<file path="src/rtl/au_gray_cnt_arb.sv">
// au_gray_cnt_arb: round-robin arbitrated bank of Gray counters sharing one Gray incrementer
//   AU_inc_gray_c ports: a (Gray in), ci (increment enable), z (Gray a+ci), co (binary carry out)
//   au_gray_cnt_arb ports: clk, rst_n (async active-low), en (global enable), req/clr (per channel),
//   gnt (one-hot grant, combinational), cnt (NCH packed Gray counters), wrap (registered wrap pulse)
module AU_inc_gray_c #(
    parameter int WIDTH = 8,
    parameter int ARCH  = 0
) (
    input  logic [WIDTH-1:0] a,
    input  logic             ci,
    output logic [WIDTH-1:0] z,
    output logic             co
);
    logic [WIDTH-1:0] b;
    logic [WIDTH-1:0] c;
    logic [WIDTH-1:0] s;
    // Gray to binary is a suffix XOR from the MSB down
    always_comb begin
        b = a;
        if (ARCH == 0) begin
            for (int i = WIDTH - 2; i >= 0; i--) b[i] = b[i+1] ^ a[i];
        end else begin
            for (int d = 1; d < WIDTH; d = d * 2) b = b ^ (b >> d);
        end
    end
    // c[i] is the carry into bit i: ci AND all lower binary bits, built as a prefix AND
    always_comb begin
        c = (b << 1) | WIDTH'(ci);
        if (ARCH == 0) begin
            for (int i = 1; i < WIDTH; i++) c[i] = c[i] & c[i-1];
        end else if (ARCH == 1) begin
            for (int d = 1; d < WIDTH; d = d * 2) c = c & ((c << d) | ((WIDTH'(1) << d) - WIDTH'(1)));
        end else begin
            for (int l = 0; (1 << l) < WIDTH; l++)
                for (int i = 0; i < WIDTH; i++)
                    if (((i >> l) & 1) == 1) c[i] = c[i] & c[((i >> l) << l) - 1];
        end
    end
    assign s  = b ^ c;
    assign z  = s ^ (s >> 1);
    assign co = c[WIDTH-1] & b[WIDTH-1];
endmodule

module au_gray_cnt_arb #(
    parameter int WIDTH = 8,
    parameter int NCH   = 4,
    parameter int ARCH  = 0
) (
    input  logic                 clk,
    input  logic                 rst_n,
    input  logic                 en,
    input  logic [NCH-1:0]       req,
    input  logic [NCH-1:0]       clr,
    output logic [NCH-1:0]       gnt,
    output logic [NCH*WIDTH-1:0] cnt,
    output logic [NCH-1:0]       wrap
);
    localparam int PW = $clog2(NCH);
    logic [PW-1:0]        ptr_q, ptr_d;
    logic [NCH*WIDTH-1:0] cnt_q, cnt_d;
    logic [NCH-1:0]       wrap_q, wrap_d;
    logic [NCH-1:0]       elig;
    logic [WIDTH-1:0]     inc_a, inc_z;
    logic                 inc_co;
    // rst_n gates eligibility so no grant is shown while reset is held
    always_comb begin
        elig  = req & ~clr & {NCH{en & rst_n}};
        gnt   = '0;
        inc_a = '0;
        ptr_d = ptr_q;
        // descending scan: the candidate nearest ptr is assigned last and wins
        for (int i = NCH - 1; i >= 0; i--)
            if (elig[(int'(ptr_q) + i) % NCH]) gnt = NCH'(1) << ((int'(ptr_q) + i) % NCH);
        for (int k = 0; k < NCH; k++) begin
            if (gnt[k]) begin
                inc_a = cnt_q[k*WIDTH +: WIDTH];
                ptr_d = PW'((k + 1) % NCH);
            end
        end
    end
    AU_inc_gray_c #(.WIDTH(WIDTH), .ARCH(ARCH)) u_inc (
        .a  (inc_a),
        .ci (|gnt),
        .z  (inc_z),
        .co (inc_co)
    );
    // carry out of the shared incrementer marks the max-value to zero step
    always_comb begin
        cnt_d  = cnt_q;
        wrap_d = gnt & {NCH{inc_co}};
        for (int k = 0; k < NCH; k++)
            cnt_d[k*WIDTH +: WIDTH] = clr[k] ? '0 : gnt[k] ? inc_z : cnt_q[k*WIDTH +: WIDTH];
    end
    always_ff @(posedge clk or negedge rst_n) begin
        if (!rst_n) begin
            ptr_q  <= '0;
            cnt_q  <= '0;
            wrap_q <= '0;
        end else begin
            ptr_q  <= ptr_d;
            cnt_q  <= cnt_d;
            wrap_q <= wrap_d;
        end
    end
    assign cnt  = cnt_q;
    assign wrap = wrap_q;
endmodule
</file>
<file path="config.mk">
export PLATFORM = sky130hd
export DESIGN_NAME = au_gray_cnt_arb
export DESIGN_NICKNAME = d
export VERILOG_FILES = /design/src/rtl/au_gray_cnt_arb.sv
export SDC_FILE = /design/constraint.sdc
export NUM_CORES = 1
export LEC_CHECK = 0
export BUFFER_PORTS_ARGS = -buffer_cell sky130_fd_sc_hd__buf_2
export CAP_MARGIN = 25
export CORE_ASPECT_RATIO = 2
export CORE_MARGIN = 5
export CORE_UTILIZATION = 50
export DETAILED_ROUTE_END_ITERATION = 7
export PLACE_DENSITY = 0.74
export SYNTH_ARGS = -nofsm -noshare
export SYNTH_HDL_FRONTEND = slang
export SYNTH_SLANG_ARGS = --single-unit
</file>
<file path="constraint.sdc">
create_clock -name clk -period 4.4 [get_ports clk]
set_input_delay 0.44 -clock clk [delete_from_list [all_inputs] [get_ports clk]]
set_output_delay 0.44 -clock clk [all_outputs]
set_load 0.005 [all_outputs]
</file>
==> summary.txt, run 1 <==
Synthesis
  • Synthesized area: 2520 sq um
  • Syn_area_per_cell: 9.61 sq um
  • Top cells by area, synth: dfrtp_1, a211oi_1, nor2_1, mux4_2, ha_1
  • Syn Nets: 280
  • YS warnings: 0
  • Number of synthesized flops with an enable pin: 0
  • Top-count cell post-synth: nor2_1
  • Sequential-to-total area share from yosys stat: 0.378
  • Post-synth ARST share: 1.00
  • Synth cell count leaders: nor2_1, dfrtp_1, a211oi_1, a21oi_1, nand2_1
  • Top-area cell type share of the netlist area: 0.378
  • Post-synth top area cell: dfrtp_1
  • #FFs+latches synth: 38
  • Mapped Cells: 262
  • Main synth FF type: dfrtp_1
  • Synth cell types: 49

Worst setup path
  • Reg2reg end: cnt[0]$_DFFE_PN0P_
  • CP max FO: 14
  • Worst Reg-to-Reg Cells: 13
  • CP Cell Sequence: inv_2, ha_1, mux4_2, nand3_1, a311o_2, inv_2, nor2_1, a221oi_2, a2bb2oi_2, xnor3_1, xor3_2, or4_1, o311ai_1
  • WP buf/inv: 2
  • Required time of the critical path: 4600 ps
  • CP Capture Type: flip-flop
  • Crit path from: ptr_q[1]$_DFFE_PN0N_
  • Crit path largest cell delay: 510 ps
  • Reg2Reg Setup Slack: 250 ps
  • R2R Path Start: ptr_q[1]$_DFFE_PN0N_
  • Crit path to: cnt[0]$_DFFE_PN0P_
  • CP Depth: 13
  • Critical Path Source Type: flip-flop
  • Delay-heaviest family, CP: compound AO/OA/AOI/OAI gates
  • WP data arrival: 4350 ps
  • Most frequent CP cell: inv_2
  • Category of the most critical setup path: flip-flop to flip-flop
  • Crit-path slowest cell: xor3_2

Power and ir drop
  • PwrDens: 863 nW/um^2
  • Cell internal pwr: 1.43 mW
  • Worst VDD drop: 0.882 mV
  • Clock power share: 0.141
  • Leakage Power: 1.45 nW
  • Combinational Power Share: 0.644
  • Register share of total power: 0.215
  • Psw: 1.23 mW
  • Net Sw Frac: 0.462

Route
  • Via count: 2385
  • Final WL: 7.36 mm
  • Pre-antenna DRT Iters: 5
  • Wirelength per Cell: 19.4 microns
  • Remaining DRCs: 0
  • Final ANT Viol Nets: 0
  • Drt initial violations: 144
  • Vias per inst: 6.28

Finish
  • Area growth syn-to-layout: 22.2%
  • Register area: 953 sq um
  • # diodes: 0
  • Finished Cell Area: 3080 sq um
  • Core Util, Final: 0.633
  • Layout cells sized above 1: 0.334
  • Number of fill cells: 417
  • Multi-input gate area: 1480 sq um
  • Final nets: 340

Clock tree
  • Skew-Pair Late Insertion Delay: 300 ps
  • H-tree depth: 2
  • Clk slew on worst S/H paths: 80 ps
  • CTS tree: done
  • Root Buffer: clkbuf_8
  • CTS buffer count: 5
  • Hold-fix buffers at CTS: 0
  • Clock sink count: 38
  • Clk buf depth: 2

Timing
  • Final min period: 4150 ps
  • Final Hold Vio Count: 0
  • Slew @ Worst Pin: 857 ps
  • Slew Limit Fails: 0
  • F_max: 241 MHz
  • Setup TNS: 0 ps
  • Crit share post-route: 0.944
  • Setup violators final: 0
  • Clock skew: 8.85 ps
  • Worst slew margin: 0.421
  • RSZ-0062 raised after global routing: false

Outcome
  • Status: completed

Floorplanning
  • Core area: 4860 sq um
  • FP Rows: 36
  • Die Width: 60.2 microns
  • # IOs: 51
  • Chip height: 110 microns
  • Die area: 6640 sq um
  • Initial Util: 0.518

Min path
  • Hold Path Class: primary input to asynchronous set/reset pin

Placed design
  • # port buffers: 50
  • Placed inst area: 2900 sq um
  • Final GP Congestion: 0.959
  • Placed wire-length estimate: 5.57 mm

GRT
  • Vias in the first global route: 2436
  • First-pass GRT wire length: 11.9 mm
  • Largest net degree at the start of global routing: 33
  • Initial antenna violation count: 0
  • Gr ovfl total: 0
  • Gr usage total: 0.240

Flow run
  • Number of max-cap violations: 0
## cell families (layout without fill, tap and decap cells)
logic type,Yosys count,in the layout,synth area share
AND/OR/NAND/NOR,98,98,0.193
AO/OA/AOI/OAI,72,72,0.222
flip-flops,38,38,0.378
buffers and inverters,27,88,0.0452
multiplexers,12,12,0.0825
XOR/XNOR,8,8,0.0452
adder cells (fa/ha/maj),7,7,0.0348
## per-stage QoR
stage	power, mW	hold WS (ps)	std cells	setup slack, ps
final	2.65	3.66	380	246
after global routing	2.84	27.0	380	90.4
after CTS	2.58	8.90	378	138
after detailed placement	2.21	332	370	159
after global placement	2.17	321	370	192
after floorplan	1.68	144	262	585
## sequential cells by signal, indices dropped and copies added, names as in the netlist
signal	cells
cnt	32
wrap	4
ptr_q	2
## cell usage in the layout (no fill, tap or decap), types with 3 or more instances in the layout
cell type	Yosys	layout
nand4b_1	6	6
mux2i_1	5	5
inv_2	3	4
inv_1	9	8
clkbuf_8	0	6
o311ai_1	3	3
or4_1	3	3
xnor2_1	4	4
nor2_1	43	43
nand2_1	15	15
buf_2	1	50
dfrtp_1	38	36
nor3_1	8	8
ha_1	7	7
a21oi_2	1	3
buf_4	1	18
a211oi_1	25	23
o21ai_0	7	6
mux4_2	7	7
a21oi_1	16	14
nand3_1	10	10
and4b_1	4	4
## per-layer routing
layer | share of wire | global-route usage | up-vias | wire, microns
met4 | 0.037 | 0.128 | 0 | 270
met1 | 0.37 | 0.275 | 1163 | 2720
li1 | - | - | 1100 | -
met5 | 0 | 0 | - | 0
met3 | 0.046 | 0.0361 | 26 | 337
met2 | 0.55 | 0.416 | 96 | 4030
## cell type report
cell class	instances	area share
Tap cell	57	0.0232
Inverter	12	0.0146
Timing Repair Buffer	68	0.125
Sequential cell	38	0.310
Multi-Input combinational cell	197	0.481
Clock buffer	6	0.0268
Clock inverter	2	0.0195
## worst min-delay path by stage
stage | startpoint | to | cells after the start
floorplan | rst_n | cnt[0]$_DFFE_PN0P_ | 0
global placement | rst_n | cnt[10]$_DFFE_PN0P_ | 1
detailed placement | rst_n | cnt[10]$_DFFE_PN0P_ | 1
CTS | rst_n | cnt[10]$_DFFE_PN0P_ | 1
global route | rst_n | cnt[10]$_DFFE_PN0P_ | 1
finish | rst_n | cnt[10]$_DFFE_PN0P_ | 1
## power groups by stage
| stage | sequential [mW] | combinational, mW | clock (mW) |
|---|---|---|---|
| after floorplan | 0.551 | 1.13 | 0 |
| after global placement | 0.568 | 1.60 | 0 |
| after detailed placement | 0.570 | 1.64 | 0 |
| after CTS | 0.564 | 1.64 | 0.378 |
| after global routing | 0.583 | 1.87 | 0.393 |
| final | 0.570 | 1.71 | 0.375 |
## repair_timing
item / 4_1_cts / 5_1_grt
buffers inserted: 0 / 2
hold endpoints to repair: 0 / 0
gates resized for setup: 0 / 9
setup endpoints to repair: 0 / 19
Note: power is estimated with default switching activity, not from simulation.
==> run 2, diff against run 1 <==
--- a/config.mk
+++ b/config.mk
@@ -11,7 +11,8 @@
 export CORE_MARGIN = 5
 export CORE_UTILIZATION = 50
 export DETAILED_ROUTE_END_ITERATION = 7
-export PLACE_DENSITY = 0.74
+export GPL_ROUTABILITY_DRIVEN = 0
+export PLACE_DENSITY_LB_ADDON = 0.1
 export SYNTH_ARGS = -nofsm -noshare
 export SYNTH_HDL_FRONTEND = slang
 export SYNTH_SLANG_ARGS = --single-unit
==> summary.txt, run 2 (synthesized netlist as in run 1, its figures left out) <==
Outcome
  • Status: completed (unchanged)

Clock tree
  • Root Buffer: clkbuf_8 (unchanged)
  • Clk slew on worst S/H paths: 80 ps (about the same)
  • Clk buf depth: 2 (unchanged)
  • Clock sink count: 38 (unchanged)
  • CTS tree: done (unchanged)
  • H-tree depth: 2 (unchanged)
  • Hold-fix buffers at CTS: 0 (unchanged)
  • CTS buffer count: 5 (unchanged)
  • Setup bufs post-CTS: 0 (unchanged)
  • Skew-Pair Late Insertion Delay: 300 ps (about the same)
  • Post_cts resized: 0 (unchanged)

Worst setup path
  • WP data arrival: 4250 ps (was 4350 ps)
  • Crit path to: cnt[17]$_DFFE_PN0P_ (was cnt[0]$_DFFE_PN0P_)
  • Category of the most critical setup path: flip-flop to flip-flop (unchanged)
  • Reg2Reg Setup Slack: 320 ps (was 250 ps)
  • Reg2reg end: cnt[17]$_DFFE_PN0P_ (was cnt[0]$_DFFE_PN0P_)
  • R2R Path Start: ptr_q[1]$_DFFE_PN0N_ (unchanged)
  • CP max FO: 14 (unchanged)
  • Required time of the critical path: 4570 ps (was 4600 ps)
  • Critical Path Source Type: flip-flop (unchanged)
  • Worst Reg-to-Reg Cells: 13 (unchanged)
  • CP Capture Type: flip-flop (unchanged)
  • Crit path from: ptr_q[1]$_DFFE_PN0N_ (unchanged)

Floorplanning
  • Die Width: 60.2 microns (unchanged)
  • Initial Util: 0.518 (unchanged)
  • Chip height: 110 microns (unchanged)
  • Die area: 6640 sq um (unchanged)
  • FP Rows: 36 (unchanged)
  • Core area: 4860 sq um (unchanged)
  • # IOs: 51 (unchanged)

Power and ir drop
  • Combinational Power Share: 0.678 (was 0.644)
  • Net Sw Frac: 0.480 (was 0.462)
  • Psw: 1.19 mW (was 1.23 mW)
  • Final Total Pwr: 2.47 mW (was 2.65 mW)
  • Clock power share: 0.102 (was 0.141)
  • Register share of total power: 0.220 (was 0.215)
  • PwrDens: 822 nW/um^2 (was 863 nW/um^2)
  • Worst VDD drop: 0.882 mV (about the same)
  • Cell internal pwr: 1.29 mW (was 1.43 mW)
  • Leakage Power: 1.43 nW (was 1.45 nW)

Finish
  • Commonest cells after routing, fill and taps aside: buf_2, nor2_1, dfrtp_1, a211oi_1, buf_4 (unchanged)
  • # diodes: 0 (unchanged)
  • Area growth syn-to-layout: 19.5% (was 22.2%)
  • Most common cell after layout, fill and taps aside: buf_2 (unchanged)
  • Layout cells sized above 1: 0.310 (was 0.334)
  • Max reg flops: 32 (unchanged)
  • Final nets: 340 (unchanged)

Route
  • Pre-antenna DRT Iters: 4 (was 5)
  • Wirelength per Cell: 19.3 microns (was 19.4 microns)
  • Final ANT Viol Nets: 0 (unchanged)
  • Drt initial violations: 79 (was 144)
  • Remaining DRCs: 0 (unchanged)
  • Via count: 2313 (was 2385)
  • Final WL: 7.34 mm (was 7.36 mm)
  • Vias per inst: 6.09 (was 6.28)

Timing
  • F_max: 245 MHz (was 241 MHz)
  • Final min period: 4080 ps (was 4150 ps)
  • Crit share post-route: 0.928 (was 0.944)
  • Slew Limit Fails: 0 (unchanged)
  • Worst slew margin: 0.549 (was 0.421)
  • Slew @ Worst Pin: 668 ps (was 857 ps)
  • Min Hold Slack: 226 ps (was 3.66 ps)
  • Clock skew: 7.19 ps (was 8.85 ps)
  • RSZ-0062 raised after global routing: false (unchanged)
  • Setup violators final: 0 (unchanged)
  • Final Hold Vio Count: 0 (unchanged)
  • Setup TNS: 0 ps (unchanged)

GRT
  • Initial antenna violation count: 0 (unchanged)
  • Vias in the first global route: 2339 (was 2436)
  • First-pass GRT wire length: 11.9 mm (about the same)
  • Largest net degree at the start of global routing: 28 (was 33)
  • Gr usage total: 0.244 (was 0.240)
  • Gr ovfl total: 0 (unchanged)

Flow run
  • Number of max-cap violations: 0 (unchanged)

Min path
  • Hold Path Class: primary input to asynchronous set/reset pin (unchanged)

Placed design
  • # port buffers: 50 (unchanged)
  • Placed wire-length estimate: 5.62 mm (was 5.57 mm)
==> run 2: worst max-delay path: stages (launching register included) <==
cell and delay (ps):
dfrtp_1 380, inv_1 180, ha_1 310, mux4_2 280, nand3_1 110, a311o_2 390
inv_2 220, a21oi_1 110, a211oi_1 490, a21oi_2 80, xnor3_1 490, xor3_2 370
a21oi_1 400, a211oi_1 140
==> run 2: power groups by stage <==
stage,Clock [mW],Combinational [mW],Sequential [mW]
6_report,0.253,1.68,0.544
3_5_place_dp,0,1.66,0.549
2_1_floorplan,0,1.13,0.551
5_1_grt,0.272,1.83,0.558
4_1_cts,0.259,1.67,0.543
3_3_place_gp,0,1.65,0.551
==> run 2: how the worst min path moves through the flow <==
stage | start | end | slack [ps] | depth (start not counted)
finish | rst_n | cnt[9]$_DFFE_PN0P_ | 230 | 2
CTS | rst_n | cnt[9]$_DFFE_PN0P_ | 230 | 2
detailed placement | cnt[15]$_DFFE_PN0P_ | cnt[15]$_DFFE_PN0P_ | 540 | 2
global route | rst_n | cnt[9]$_DFFE_PN0P_ | 260 | 2
global placement | rst_n | cnt[10]$_DFFE_PN0P_ | 540 | 2
floorplan | rst_n | cnt[0]$_DFFE_PN0P_ | 140 | 0
==> run 2: area by class of cell <==
type / instances / area (sq um)
inverter: 12 / 45.0
tap: 57 / 71.3
multi-input combinational: 197 / 1460
clock inverter: 2 / 12.5
clock buffer: 6 / 82.6
sequential: 38 / 951
fill: 437 / 1860
timing repair buffer: 68 / 385
==> run 2: through the flow <==
stage	area, sq um	setup slack (ps)	utilization	cells
final	3010	318	0.619	380
after global routing	3010	56.3	0.619	380
after CTS	3010	346	0.619	380
after detailed placement	2910	216	0.599	372
after global placement	2910	142	0.599	372
after floorplan	2520	585	-	262
==> run 2: routing by layer <==
metal	track usage	routed length, microns
met5	0	0
met4	0.120	177
met3	0.0361	328
met2	0.445	4170
met1	0.263	2660
==> run 3, diff against run 2 <==
--- a/config.mk
+++ b/config.mk
@@ -5,14 +5,15 @@
 export SDC_FILE = /design/constraint.sdc
 export NUM_CORES = 1
 export LEC_CHECK = 0
-export BUFFER_PORTS_ARGS = -buffer_cell sky130_fd_sc_hd__buf_2
 export CAP_MARGIN = 25
 export CORE_ASPECT_RATIO = 2
 export CORE_MARGIN = 5
 export CORE_UTILIZATION = 50
 export DETAILED_ROUTE_END_ITERATION = 7
+export DONT_BUFFER_PORTS = 1
 export GPL_ROUTABILITY_DRIVEN = 0
 export PLACE_DENSITY_LB_ADDON = 0.1
+export SLEW_MARGIN = 20
 export SYNTH_ARGS = -nofsm -noshare
 export SYNTH_HDL_FRONTEND = slang
 export SYNTH_SLANG_ARGS = --single-unit
==> summary.txt, run 3 (synthesized netlist as in run 1, its figures left out) <==
Min path
  • Hold Path Class: primary input to flip-flop (was primary input to asynchronous set/reset pin)

Worst setup path
  • Critical Path Source Type: flip-flop (unchanged)
  • Required time of the critical path: 4600 ps (was 4570 ps)
  • CP max FO: 8 (was 14)
  • CP Capture Type: flip-flop (unchanged)
  • Reg2reg end: cnt[16]$_DFFE_PN0P_ (was cnt[17]$_DFFE_PN0P_)
  • Reg2Reg Setup Slack: 260 ps (was 320 ps)
  • WP data arrival: 4340 ps (was 4250 ps)
  • Crit path from: ptr_q[0]$_DFFE_PN0N_ (was ptr_q[1]$_DFFE_PN0N_)
  • R2R Path Start: ptr_q[0]$_DFFE_PN0N_ (was ptr_q[1]$_DFFE_PN0N_)
  • Category of the most critical setup path: flip-flop to flip-flop (unchanged)
  • Worst Reg-to-Reg Cells: 13 (unchanged)
  • Crit path to: cnt[16]$_DFFE_PN0P_ (was cnt[17]$_DFFE_PN0P_)

Power and ir drop
  • Register share of total power: 0.232 (was 0.220)
  • Combinational Power Share: 0.652 (was 0.678)
  • Cell internal pwr: 1.33 mW (was 1.29 mW)
  • Worst VDD drop: 0.646 mV (was 0.882 mV)
  • Psw: 1.20 mW (was 1.19 mW)
  • PwrDens: 884 nW/um^2 (was 822 nW/um^2)
  • Leakage Power: 1.22 nW (was 1.43 nW)
  • Net Sw Frac: 0.475 (was 0.480)
  • Clock power share: 0.116 (was 0.102)

Clock tree
  • Clk buf depth: 2 (unchanged)
  • Root Buffer: clkbuf_8 (unchanged)
  • H-tree depth: 2 (unchanged)
  • Skew-Pair Late Insertion Delay: 300 ps (about the same)
  • CTS tree: done (unchanged)
  • CTS buffer count: 5 (unchanged)
  • Clk slew on worst S/H paths: 80 ps (about the same)
  • Clock sink count: 38 (unchanged)

Floorplanning
  • Chip height: 110 microns (unchanged)
  • Core area: 4860 sq um (unchanged)
  • Die area: 6640 sq um (unchanged)
  • # IOs: 51 (unchanged)
  • Initial Util: 0.518 (unchanged)
  • FP Rows: 36 (unchanged)
  • Die Width: 60.2 microns (unchanged)

Route
  • Final ANT Viol Nets: 0 (unchanged)
  • Wirelength per Cell: 22.6 microns (was 19.3 microns)
  • Remaining DRCs: 0 (unchanged)
  • Wire length on met3: 511 microns (was 328 microns)
  • Met1 WL: 2.62 mm (was 2.66 mm)
  • Via count: 2210 (was 2313)
  • Final WL: 7.63 mm (was 7.34 mm)
  • Drt initial violations: 106 (was 79)
  • Pre-antenna DRT Iters: 4 (unchanged)
  • Uppermost layer routed: met4 (unchanged)
  • Wire length on met2: 4.21 mm (was 4.17 mm)
  • Vias per inst: 6.56 (was 6.09)

Timing
  • F_max: 242 MHz (was 245 MHz)
  • Slew Limit Fails: 0 (unchanged)
  • Crit share post-route: 0.941 (was 0.928)
  • Setup violators final: 0 (unchanged)
  • Final min period: 4140 ps (was 4080 ps)
  • Final Hold Vio Count: 0 (unchanged)
  • Slew @ Worst Pin: 478 ps (was 668 ps)
  • Clock skew: 7.52 ps (was 7.19 ps)
  • Final WS setup: 260 ps (was 318 ps)
  • Setup TNS: 0 ps (unchanged)
  • Worst slew margin: 0.672 (was 0.549)
  • RSZ-0062 raised after global routing: false (unchanged)

Finish
  • Layout cells sized above 1: 0.214 (was 0.310)
  • Final cell count without fillers: 337 (was 380)
  • Area growth syn-to-layout: 13.4% (was 19.5%)
  • Most common cell after layout, fill and taps aside: nor2_1 (was buf_2)
  • Max reg flops: 32 (unchanged)
  • Commonest cells after routing, fill and taps aside: nor2_1, dfrtp_1, a211oi_1, buf_4, nand2_1 (was buf_2, nor2_1, dfrtp_1, a211oi_1, buf_4)
  • # diodes: 0 (unchanged)
  • Final nets: 297 (was 340)

GRT
  • Gr usage total: 0.254 (was 0.244)
  • Vias in the first global route: 2267 (was 2339)
  • First-pass GRT wire length: 12.2 mm (was 11.9 mm)
  • Gr ovfl total: 0 (unchanged)
  • Largest net degree at the start of global routing: 39 (was 28)
  • Initial antenna violation count: 0 (unchanged)

Flow run
  • Number of max-cap violations: 0 (unchanged)

Placed design
  • Placed wire-length estimate: 5.67 mm (was 5.62 mm)
  • # port buffers: 0 (was 50)
  • Pre-CTS setup slack: 278 ps (was 216 ps)
  • Placed cell count: 322 (was 372)

Outcome
  • Status: completed (unchanged)
==> run 3: changes by cell type in the layout (fill, tap and decap cells not counted), moves of 2 or more <==
cell | previous run | this run
buf_2 | 50 | 0
buf_4 | 18 | 23
a21oi_2 | 1 | 3
a21oi_1 | 16 | 14
==> run 3: per-layer routing <==
layer / vias to the layer above / track usage
met5: - / 0
met1: 1105 / 0.266
li1: 1017 / -
met4: 0 / 0.124
met3: 20 / 0.0676
met2: 68 / 0.453
==> run 3: metrics by stage <==
step                      hold slack, ps  total power [mW]  instance area, sq um  utilization
after global placement               145              2.12                  2660        0.548
after detailed placement             145              2.13                  2660        0.548
after floorplan                      144              1.68                  2520            -
final                                193              2.53                  2860        0.587
after global routing                 175              2.75                  2860        0.587
after CTS                            178              2.45                  2800        0.576
==> run 3: power groups by stage <==
stage / logic (mW) / registers, mW / clock network (mW)
CTS: 1.56 / 0.589 / 0.305
global route: 1.83 / 0.603 / 0.319
global placement: 1.53 / 0.594 / 0
finish: 1.65 / 0.585 / 0.293
detailed placement: 1.54 / 0.596 / 0
floorplan: 1.13 / 0.551 / 0
==> run 3: critical path, stage by stage (launching register included) <==
cell and delay (ps):
dfrtp_1 550, inv_2 180, ha_1 380, mux4_2 370, nor3_1 220, a311o_1 220, buf_4 190, nor2_1 80
a221oi_2 290, a2bb2oi_2 280, xnor3_1 420, xor3_2 340, or4_1 420, o311ai_1 100
==> run 3: worst min-delay path by stage <==
stage,from,end,cells after the start
finish,clr[1],cnt[10]$_DFFE_PN0P_,1
global route,clr[0],cnt[2]$_DFFE_PN0P_,1
CTS,clr[0],cnt[6]$_DFFE_PN0P_,1
detailed placement,rst_n,cnt[18]$_DFFE_PN0P_,0
global placement,rst_n,cnt[18]$_DFFE_PN0P_,0
floorplan,rst_n,cnt[0]$_DFFE_PN0P_,0
==> run 3: timing repair <==
action / in CTS / in global routing
setup endpoints to repair: 0 / 12
endpoints found under the hold margin: 38 / 0
buffers inserted: 0 / 5
hold buffers: 2 / 0
gates resized for setup: 0 / 4
==> run 3: area by class of cell <==
type	instances	area, sq um
Fill cell	432	2010
Multi-Input combinational cell	197	1470
Sequential cell	38	951
Timing Repair Buffer	25	203
Tap cell	57	71.3
Clock buffer	5	68.8
Inverter	12	48.8
Clock inverter	3	40.0
